File: src/rtl/mmp_iddmm_pkg.sv
// rtl/mmp_iddmm_pkg.sv - shared sizes and final-subtract state encoding for the IDDMM multiplier
package mmp_iddmm_pkg;

  localparam int MMP_N      = 32;
  localparam int MMP_K      = 128;
  localparam int MMP_ADDR_W = $clog2(MMP_N);

  typedef enum logic [2:0] {
    IDLE,
    SCAN,
    DEC,
    WRITE,
    DONE
  } finalsub_state_e;

endpackage

File: src/rtl/mmp_iddmm_finalsub_if.sv
// rtl/mmp_iddmm_finalsub_if.sv - controller handshake plus A/M RAM ports of the final-subtract stage
interface mmp_iddmm_finalsub_if
  import mmp_iddmm_pkg::*;
#(
  parameter int K      = MMP_K,
  parameter int ADDR_W = MMP_ADDR_W
);

  logic              comp_req;
  logic              comp_end;
  logic              ref_an;
  logic [ADDR_W-1:0] rd_addr;
  logic              rd_ena;
  logic [K-1:0]      rd_a_data;
  logic [K-1:0]      rd_m_data;
  logic [ADDR_W-1:0] wr_addr;
  logic [K-1:0]      wr_data;
  logic              wr_ena;
  logic              sub_taken;

  modport slave (
    input  comp_req, ref_an, rd_a_data, rd_m_data,
    output comp_end, rd_addr, rd_ena, wr_addr, wr_data, wr_ena, sub_taken
  );

  modport master (
    output comp_req, ref_an, rd_a_data, rd_m_data,
    input  comp_end, rd_addr, rd_ena, wr_addr, wr_data, wr_ena, sub_taken
  );

endinterface

File: src/rtl/mmp_iddmm_sub_word.sv
// rtl/mmp_iddmm_sub_word.sv - combinational K-bit subtract with borrow in and borrow out
module mmp_iddmm_sub_word
  import mmp_iddmm_pkg::*;
#(
  parameter int K = MMP_K
) (
  input  logic [K-1:0] a,
  input  logic [K-1:0] b,
  input  logic         bin,
  output logic [K-1:0] diff,
  output logic         bout
);

  // The extra top bit of the widened difference goes to 1 exactly when a < b + bin.
  assign {bout, diff} = {1'b0, a} - {1'b0, b} - {{K{1'b0}}, bin};

endmodule

File: src/rtl/mmp_iddmm_finalsub.sv
// rtl/mmp_iddmm_finalsub.sv - conditional final subtraction {an,A} >= M ? A-M : A, written back in place
// Optional MMP_FINALSUB_CONST_TIME_EN: always run the write pass so latency does not depend on the result.
module mmp_iddmm_finalsub
  import mmp_iddmm_pkg::*;
#(
  parameter int N      = MMP_N,
  parameter int K      = MMP_K,
  parameter int ADDR_W = MMP_ADDR_W
) (
  input  logic                  clk,
  input  logic                  rst_n,
  mmp_iddmm_finalsub_if.slave   bus
);

  localparam logic [ADDR_W:0]   CNT_END   = (ADDR_W + 1)'(N);
  localparam logic [ADDR_W-1:0] ADDR_LAST = ADDR_W'(N - 1);

  finalsub_state_e   state_q, state_d;
  logic [ADDR_W:0]   cnt_q, cnt_d;
  logic              an_q, an_d;
  logic              borrow_q, borrow_d;
  logic              rvld_q, rvld_d;
  logic [ADDR_W-1:0] raddr_q, raddr_d;
  logic              sub_taken_q, sub_taken_d;
  logic              wr_ena_q, wr_ena_d;
  logic [ADDR_W-1:0] wr_addr_q, wr_addr_d;
  logic [K-1:0]      wr_data_q, wr_data_d;

  logic              rd_ena;
  logic [ADDR_W-1:0] rd_addr;
  logic [K-1:0]      diff;
  logic              bout;
  logic              take;
  logic              last_word;

  mmp_iddmm_sub_word #(.K(K)) u_sub_word (
    .a    (bus.rd_a_data),
    .b    (bus.rd_m_data),
    .bin  (borrow_q),
    .diff (diff),
    .bout (bout)
  );

  assign rd_ena    = ((state_q == SCAN) || (state_q == WRITE)) && (cnt_q < CNT_END);
  assign rd_addr   = rd_ena ? cnt_q[ADDR_W-1:0] : '0;
  assign take      = an_q | ~borrow_q;
  assign last_word = rvld_q && (raddr_q == ADDR_LAST);

  always_comb begin
    state_d     = state_q;
    cnt_d       = cnt_q;
    an_d        = an_q;
    borrow_d    = borrow_q;
    sub_taken_d = sub_taken_q;
    rvld_d      = rd_ena;
    raddr_d     = rd_addr;
    wr_ena_d    = 1'b0;
    wr_addr_d   = '0;
    wr_data_d   = '0;
    case (state_q)
      IDLE: begin
        if (bus.comp_req) begin
          state_d     = SCAN;
          an_d        = bus.ref_an;
          cnt_d       = '0;
          borrow_d    = 1'b0;
          sub_taken_d = 1'b0;
        end
      end
      SCAN: begin
        if (rd_ena) cnt_d = cnt_q + 1'b1;
        if (rvld_q) borrow_d = bout;
        if (last_word) state_d = DEC;
      end
      DEC: begin
        sub_taken_d = take;
        cnt_d       = '0;
        borrow_d    = 1'b0;
`ifdef MMP_FINALSUB_CONST_TIME_EN
        state_d     = WRITE;
`else
        state_d     = take ? WRITE : DONE;
`endif
      end
      WRITE: begin
        if (rd_ena) cnt_d = cnt_q + 1'b1;
        if (rvld_q) begin
          borrow_d  = bout;
          wr_ena_d  = 1'b1;
          wr_addr_d = raddr_q;
`ifdef MMP_FINALSUB_CONST_TIME_EN
          wr_data_d = sub_taken_q ? diff : bus.rd_a_data;
`else
          wr_data_d = diff;
`endif
        end
        // Writes are registered, so the pass ends once the top word is on the write port.
        if (wr_ena_q && (wr_addr_q == ADDR_LAST)) state_d = DONE;
      end
      DONE:    state_d = IDLE;
      default: state_d = IDLE;
    endcase
  end

  always_ff @(posedge clk or negedge rst_n) begin
    if (!rst_n) begin
      state_q     <= IDLE;
      cnt_q       <= '0;
      an_q        <= 1'b0;
      borrow_q    <= 1'b0;
      rvld_q      <= 1'b0;
      raddr_q     <= '0;
      sub_taken_q <= 1'b0;
      wr_ena_q    <= 1'b0;
      wr_addr_q   <= '0;
      wr_data_q   <= '0;
    end else begin
      state_q     <= state_d;
      cnt_q       <= cnt_d;
      an_q        <= an_d;
      borrow_q    <= borrow_d;
      rvld_q      <= rvld_d;
      raddr_q     <= raddr_d;
      sub_taken_q <= sub_taken_d;
      wr_ena_q    <= wr_ena_d;
      wr_addr_q   <= wr_addr_d;
      wr_data_q   <= wr_data_d;
    end
  end

  assign bus.comp_end  = (state_q == DONE);
  assign bus.rd_ena    = rd_ena;
  assign bus.rd_addr   = rd_addr;
  assign bus.wr_ena    = wr_ena_q;
  assign bus.wr_addr   = wr_addr_q;
  assign bus.wr_data   = wr_data_q;
  assign bus.sub_taken = sub_taken_q;

endmodule

File: src/flat_wrapper.sv
// flat-port wrapper written by rule: the top's interface ports become plain ports
module mmp_iddmm_finalsub_flat import mmp_iddmm_pkg::*;
#(
  parameter int N      = MMP_N,
  parameter int K      = MMP_K,
  parameter int ADDR_W = MMP_ADDR_W
)
  (clk, rst_n, bus_comp_req, bus_ref_an, bus_rd_a_data, bus_rd_m_data, bus_comp_end, bus_rd_addr, bus_rd_ena, bus_wr_addr, bus_wr_data, bus_wr_ena, bus_sub_taken);
  mmp_iddmm_finalsub_if #(.K(K), .ADDR_W(ADDR_W)) bus_i ();
  input  logic clk;
  input  logic rst_n;
  input wire logic [$bits(bus_i.comp_req)-1:0] bus_comp_req;
  input wire logic [$bits(bus_i.ref_an)-1:0] bus_ref_an;
  input wire logic [$bits(bus_i.rd_a_data)-1:0] bus_rd_a_data;
  input wire logic [$bits(bus_i.rd_m_data)-1:0] bus_rd_m_data;
  output wire logic [$bits(bus_i.comp_end)-1:0] bus_comp_end;
  output wire logic [$bits(bus_i.rd_addr)-1:0] bus_rd_addr;
  output wire logic [$bits(bus_i.rd_ena)-1:0] bus_rd_ena;
  output wire logic [$bits(bus_i.wr_addr)-1:0] bus_wr_addr;
  output wire logic [$bits(bus_i.wr_data)-1:0] bus_wr_data;
  output wire logic [$bits(bus_i.wr_ena)-1:0] bus_wr_ena;
  output wire logic [$bits(bus_i.sub_taken)-1:0] bus_sub_taken;
  assign bus_i.comp_req = bus_comp_req;
  assign bus_i.ref_an = bus_ref_an;
  assign bus_i.rd_a_data = bus_rd_a_data;
  assign bus_i.rd_m_data = bus_rd_m_data;
  assign bus_comp_end = bus_i.comp_end;
  assign bus_rd_addr = bus_i.rd_addr;
  assign bus_rd_ena = bus_i.rd_ena;
  assign bus_wr_addr = bus_i.wr_addr;
  assign bus_wr_data = bus_i.wr_data;
  assign bus_wr_ena = bus_i.wr_ena;
  assign bus_sub_taken = bus_i.sub_taken;
  mmp_iddmm_finalsub #(.N(N), .K(K), .ADDR_W(ADDR_W)) u_core (.clk(clk), .rst_n(rst_n), .bus(bus_i));
endmodule
File: config.mk
export PLATFORM = sky130hd
export DESIGN_NAME = mmp_iddmm_finalsub_flat
export DESIGN_NICKNAME = d
export VERILOG_FILES = /design/src/rtl/mmp_iddmm_pkg.sv /design/src/rtl/mmp_iddmm_finalsub_if.sv /design/src/rtl/mmp_iddmm_sub_word.sv /design/src/rtl/mmp_iddmm_finalsub.sv /design/src/flat_wrapper.sv
export SDC_FILE = /design/constraint.sdc
export NUM_CORES = 1
export LEC_CHECK = 0
export BUFFER_PORTS_ARGS = -buffer_cell sky130_fd_sc_hd__buf_4
export CELL_PAD_IN_SITES_DETAIL_PLACEMENT = 0
export CELL_PAD_IN_SITES_GLOBAL_PLACEMENT = 1
export CORE_MARGIN = 8
export CORE_UTILIZATION = 40
export CTS_CLUSTER_SIZE = 28
export DETAILED_ROUTE_END_ITERATION = 16
export GPL_TIMING_DRIVEN = 0
export PLACE_DENSITY = 0.95
export RECOVER_POWER = 50
export REMOVE_ABC_BUFFERS = 1
export SLEW_MARGIN = 20
export SYNTH_ARGS = -nofsm -noshare
export SYNTH_HDL_FRONTEND = slang
export SYNTH_SLANG_ARGS = --single-unit
File: constraint.sdc
create_clock -name clk -period 5 [get_ports clk]
set_input_delay 0.25 -clock clk [delete_from_list [all_inputs] [get_ports clk]]
set_output_delay 0.25 -clock clk [all_outputs]
set_load 0.1 [all_outputs]
==> impl_metrics.yaml, run 1 <==
final_layout:
  final_core_util: 0.495
  nNetsFinal: 3150
  n_fill_cell: 4152
  syn_to_final_growth_pct: 22.8
  multi_input_area_mm2: 0.0111
  fin_area_mm2: 0.0206
  drive_above_1_share: 0.159
  seq_area_mm2: 0.00380
detailed_routing:
  firstDrtPassIters: 5
  drc: 0
  viasPerCell: 5.38
  wl_mm: 61.7
  antenna_left: 0
  drtIter0Drc: 1140
  wire_per_inst_um: 19.3
  vias: 17151
die:
  die_h_um: 221
  initial_core_util: 0.403
  fp.dieArea_mm2: 0.0488
  coreArea_mm2: 0.0417
  row_count: 75
  die_w_um: 221
  io_pins: 402
clock_network:
  cts.clk_slew.worst_paths_ns: 0.07
  cts_buffers: 17
  cts_tree: "done"
  clock_sinks: 152
  cts_setup_buffers: 0
  root_buffer: "clkbuf_16"
  worst_skew_pair.late_latency_ns: 0.47
  cts_buffer_depth: 2
  htreeDepth: 4
power_and_ir_drop:
  peakVddDrop_uv: 304
  leakage_nw: 10.7
  powerDensity_mw_per_mm2: 432
yosys:
  ys_seq_area_frac: 0.227
  syn_inst: 2280
  synthFlopType: "dfrtp_1"
  async_flop_share: 1.00
  ys_ff_latch: 152
  yosys_warnings: 0
  synth_edf_count: 0
  ys_types: 83
  syn_area_per_cell_um2: 7.36
  syn-cell-area_mm2: 0.0168
place:
  gp_congestion: 0.929
  io_buffers: 401
  pre_cts_slack_ns: -0.225
  placed_cell_area_mm2: 0.0203
  dpl.hpwl_mm: 51.9
global_routing:
  grt_pass1_wl_mm: 94.9
  grt_overflow_total: 0
  grt_max_degree: 93
  grt_pass1_vias: 17079
  grt_use_total: 0.242
  antenna_found_initial: 3
timing:
  worst_pin_slew_ns: 2.37
  hold_viol_final: 0
  rsz0062_at_grt: "no"
  fin_crit_sh: 0.965
  setup_slack_ns: 0.173
  setup_viol: 0
  relSlewSlack: -0.578
  clock.fmax_ghz: 0.207
  drv_slew: 155
  fin_crit_ns: 4.83
  finClkSkew_ns: 0.00955
setup_path:
  startpoint_type: "flop"
  crit_arrival_ns: 5.20
  setup.worst_path.end_class: "flop"
  worst-setup-path-type: "flop to flop"
  required_ns: 5.38
  crit_path_max_fanout: 4
hold_path:
  worstHoldPathType: "primary input to flop"
outcome:
  violations: "max-capacitance violations, max-slew violations"
  status: "finished, violations left"
flow_run:
  drv_cap: 2
[routing by layer]
layer,share of wire,track usage,vias up
met2,0.48,0.411,629
met4,0.029,0.0850,0
met3,0.053,0.0352,89
met1,0.44,0.311,8073
li1,-,-,8360
met5,0,0,-
[power breakdown]
part,internal [mW],switching [mW]
combinational,1.42,4.44
clock,0.702,0.623
sequential,1.57,0.168
[state kept, by name (all words and copies together), names as in the netlist]
register              cells
u_core.an_q               1
u_core.borrow_q           1
u_core.bus.sub_taken      1
u_core.bus.wr_addr        5
u_core.bus.wr_data      128
u_core.bus.wr_ena         1
u_core.cnt_q              6
u_core.raddr_q            5
u_core.rvld_q             1
u_core.state_q            3
[cells in the mapped netlist (all sizes together), types with 3 or more instances]
cell	number	area (µm²)
inv	429	1610
nor2	268	1010
ha	255	3190
a21oi	207	1050
nand2	191	717
dfrtp	152	3800
o21ai	131	671
xnor2	70	613
nand4	62	388
clkbuf	61	229
a21o	60	453
o21bai	49	372
xor2	46	403
nor3	38	195
nand3	29	145
a31oi	20	176
and2	18	113
a21boi	13	97.6
o21a	13	97.6
nand2b	12	75.1
or2	12	75.1
buf	11	55.1
o211ai	11	92.6
nor4	10	62.6
a221oi	8	88.8
and4	8	70.1
nor3b	8	75.1
a211oi	7	57.6
nor2b	7	43.8
o31ai	6	45.0
or3	6	37.5
a31o	5	43.8
and3	5	31.3
a22oi	4	30.0
a41oi	4	53.8
a221o	3	30.0
mux2i	3	30.0
o211a	3	37.5
o32ai	3	45.1
[cell type report]
cell class / count / area share
Inverter: 429 / 0.0781
Sequential cell: 152 / 0.185
Antenna cell: 5 / 0.000607
Tap cell: 539 / 0.0327
Timing Repair Buffer: 406 / 0.137
Multi-Input combinational cell: 1627 / 0.540
Clock buffer: 19 / 0.0215
Clock inverter: 13 / 0.00595
[critical path, cell delays in order (launching register included)]
cell and delay, ns:
dfrtp_1 0.43, fa_1 0.53, inv_1 0.05, ha_1 0.18, or2_2 0.31, fa_1 0.43
nor3b_2 0.26, o211ai_2 0.14, a22oi_1 0.39, o211ai_1 0.29, a21o_1 0.30, nand3_1 0.18
o21ai_1 0.34, a31o_2 0.40, nor3_1 0.21, a211oi_1 0.08, o32ai_1 0.21
[cells by family (layout without fill, tap and decap cells)]
kind of cell / count (synthesis) / count (layout) / share of synthesized area
XOR/XNOR: 116 / 116 / 0.0605
adder cells (fa/ha/maj): 257 / 257 / 0.192
buffers and inverters: 501 / 867 / 0.113
AND/OR/NAND/NOR: 680 / 680 / 0.184
other: 0 / 5 / 0
multiplexers: 4 / 4 / 0.00246
flip-flops: 152 / 152 / 0.227
AO/OA/AOI/OAI: 570 / 570 / 0.221
[path summary, 6_finish.rpt]
kind	startpoint	to	slack, ns	cells past startpoint
worst max-delay path	u_core.borrow_q	u_core.borrow_q	0.17	16
worst min-delay path	bus_rd_a_data[1]	u_core.bus.wr_data[0]	0.06	3
worst max register to register	u_core.borrow_q	u_core.borrow_q	0.17	16
worst min register to register	u_core.raddr_q[0]	u_core.bus.wr_addr[0]	0.48	1
max in group asynchronous	rst_n	u_core.bus.wr_data[3]	1.26	3
min in group asynchronous	rst_n	u_core.bus.wr_data[74]	1.09	2
[layout by cell type, fill, tap and decap left out, types with 62 or more instances in the layout]
cell	Yosys	final
inv_1	429	429
buf_4	0	330
nor2_1	267	267
ha_1	255	255
a21oi_1	203	202
nand2_1	191	191
dfrtp_1	152	152
o21ai_0	108	108
clkbuf_1	61	71
xnor2_1	70	70
nand4_1	62	62
[per-stage QoR]
stage / hold slack [ns] / cells / TNS (ns) / power (mW)
3_5_place_dp: 0.332 / 3151 / -0.465 / 7.71
3_3_place_gp: 0.455 / 3148 / -116.94 / 7.70
4_1_cts: 0.0299 / 3185 / 0 / 9.07
2_1_floorplan: -0.0456 / 2208 / 0 / 6.10
5_1_grt: 0.0619 / 3189 / 0 / 9.36
6_report: 0.0565 / 3190 / 0 / 8.91
[timing repair]
| action | CTS | global route |
|---|---|---|
| hold buffers | 2 | 0 |
| endpoints found under the hold margin | 92 | 0 |
| setup endpoints to repair | 4 | 3 |
| resized for setup | 2 | 2 |
| pin swaps | 0 | 0 |
Note: power is estimated with default switching activity, not from simulation.
==> inputs of run 2 (changes only) <==
CORE_ASPECT_RATIO = 0.7   (was unset)
CTS_CLUSTER_DIAMETER = 50   (was unset)
==> run 2 against run 1 <==
The run still ends with max-capacitance violations, max-slew violations left. Clock-buffer cell count is 2 lower. Worst setup slack better by 0.043 ns. Register-to-register slack better by 0.04 ns. Global-route usage is 0.85 points higher. Combinational power is 2% higher. Clock skew is 0.0040 ns higher. Worst hold slack worse by 0.0029 ns. Sequential share of layout area is 0.070 points lower. Non-clock buffer count is 3 higher. Highest routed layer unchanged.
==> impl_metrics.yaml, run 2 (same netlist as run 1, synthesis figures left out) <==
outcome:
  status: "finished, violations left"
  violations: "max-capacitance violations, max-slew violations"
die:
  fp.dieArea_mm2: 0.0489
  die_w_um: 261
  coreArea_mm2: 0.0412
  io_pins: 402
  initial_core_util: 0.407
  row_count: 62
  die_h_um: 187
clock_network:
  cts.clk_slew.worst_paths_ns: 0.07
  cts_buffer_depth: 2
  cts_tree: "done"
  clock_sinks: 152
  worst_skew_pair.late_latency_ns: 0.47
  htreeDepth: 4
  cts_buffers: 17
  root_buffer: "clkbuf_16"
timing:
  finClkSkew_ns: 0.0136
  relSlewSlack: -1.24
  setup_viol: 0
  setup_tns_ns: 0
  drv_slew: 57
  fin_crit_ns: 4.78
  rsz0062_at_grt: "no"
  whs_ns: 0.0536
  fin_crit_sh: 0.957
  clock.fmax_ghz: 0.209
  hold_viol_final: 0
  worst_pin_slew_ns: 3.37
setup_path:
  crit_arrival_ns: 5.12
  setup.worst_path.end_class: "flop"
  worst-setup-path-type: "flop to flop"
  required_ns: 5.34
  cpMostUsedCell: "fa_1"
  critPathBufInv: 3
  crit_chain: "fa_1 -> inv_1 -> ha_1 -> or2_2 -> fa_1 -> nor3b_2 -> o211ai_2 -> a22oi_1 -> o211ai_1 -> buf_4 -> o2111ai_1 -> nand3_2 -> a31oi_4 -> buf_12 -> o31ai_1 -> a21boi_1 -> xor2_1 -> nor2_1"
  startpoint_type: "flop"
  max_stage_delay_ns: 0.57
  crit_slowest_cell: "fa_1"
  crit_path_max_fanout: 4
  cpLargestDelayFamily: "compound AO/OA/AOI/OAI gates"
global_routing:
  grt_pass1_vias: 16971
  grt_overflow_total: 0
  grt_pass1_wl_mm: 96.1
  antenna_found_initial: 1
  grt_max_degree: 97
  grt_use_total: 0.251
place:
  dpl.hpwl_mm: 53.7
  dp.cells: 3156
  gp_congestion: 0.978
  io_buffers: 401
final_layout:
  drive_above_1_share: 0.162
  layout_commonest_cell: "inv_1"
  mostFrequentLayoutCells: "429 x inv_1, 334 x buf_4, 267 x nor2_1, 255 x ha_1, 201 x a21oi_1"
  diodes: 0
  n_fill_cell: 4107
  final_core_util: 0.502
  largest_reg_flops: 128
  nNetsFinal: 3153
  layoutNonFillerInstCount: 3193
  syn_to_final_growth_pct: 23.2
detailed_routing:
  vias: 17285
  antenna_left: 0
  drc: 0
  wire_per_inst_um: 19.9
  firstDrtPassIters: 7
  viasPerCell: 5.41
  wl_mm: 63.5
  drtIter0Drc: 1453
power_and_ir_drop:
  powerDensity_mw_per_mm2: 436
  leakage_nw: 10.7
  power_mw: 9.02
  peakVddDrop_uv: 282
flow_run:
  drv_cap: 1
hold_path:
  worstHoldPathType: "primary input to flop"
## run 2: worst register-to-register path, stage by stage (launching register included)
cell	delay (ns)
dfrtp_1	0.42
fa_1	0.57
inv_1	0.06
ha_1	0.18
or2_2	0.30
fa_1	0.42
nor3b_2	0.28
o211ai_2	0.15
a22oi_1	0.37
o211ai_1	0.15
buf_4	0.18
o2111ai_1	0.25
nand3_2	0.24
a31oi_4	0.28
buf_12	0.15
o31ai_1	0.14
a21boi_1	0.22
xor2_1	0.21
nor2_1	0.07
## run 2: layout make-up
type / instances / area [µm²] / area share
multi-input cells: 1627 / 11100 / 0.538
flip-flops and latches: 152 / 3800 / 0.184
repair buffers: 409 / 2880 / 0.139
inverters: 429 / 1610 / 0.0778
well taps: 544 / 681 / 0.0329
clock buffers: 17 / 425 / 0.0206
clock inverters: 15 / 148 / 0.00714
## run 2: power breakdown
| part | total, mW | leakage [nW] | internal [mW] | switching, mW |
|---|---|---|---|---|
| clock | 1.33 | 0.283 | 0.667 | 0.660 |
| sequential | 1.76 | 2.07 | 1.57 | 0.189 |
| combinational | 5.94 | 8.35 | 1.44 | 4.50 |
## run 2: repair_timing
action	4_1_cts	5_1_grt
gates resized for setup	2	5
pin swaps	1	1
hold endpoints to repair	57	0
hold buffers	2	0
setup endpoints to repair	4	10
setup buffers	2	1
## run 2: worst paths after layout
check | depth (start not counted) | slack [ns] | end | startpoint
max | 18 | 0.22 | u_core.bus.wr_data[116] | u_core.borrow_q
min reg2reg | 1 | 0.49 | u_core.bus.wr_addr[0] | u_core.raddr_q[0]
max reg2reg | 18 | 0.22 | u_core.bus.wr_data[116] | u_core.borrow_q
min | 3 | 0.05 | u_core.bus.wr_data[0] | bus_rd_a_data[1]
min in group asynchronous | 2 | 1.44 | u_core.bus.wr_data[110] | rst_n
max in group asynchronous | 2 | 1.63 | u_core.bus.wr_data[89] | rst_n
## run 2: through the flow
| step | cell area (µm²) | setup WS, ns |
|---|---|---|
| 2_1_floorplan | 16500 | 0.792 |
| 3_3_place_gp | 20200 | -2.87 |
| 3_5_place_dp | 20300 | -0.513 |
| 4_1_cts | 20900 | 0.0267 |
| 5_1_grt | 20700 | 0.0193 |
| 6_report | 20700 | 0.216 |
## run 2: per-layer routing
metal,part of all wire,wire (µm),up-vias,GRT usage
li1,-,-,8358,-
met1,0.48,30300,8107,0.363
met2,0.41,26200,759,0.364
met3,0.092,5840,61,0.0662
met4,0.018,1140,0,0.0628
met5,0,0,-,0
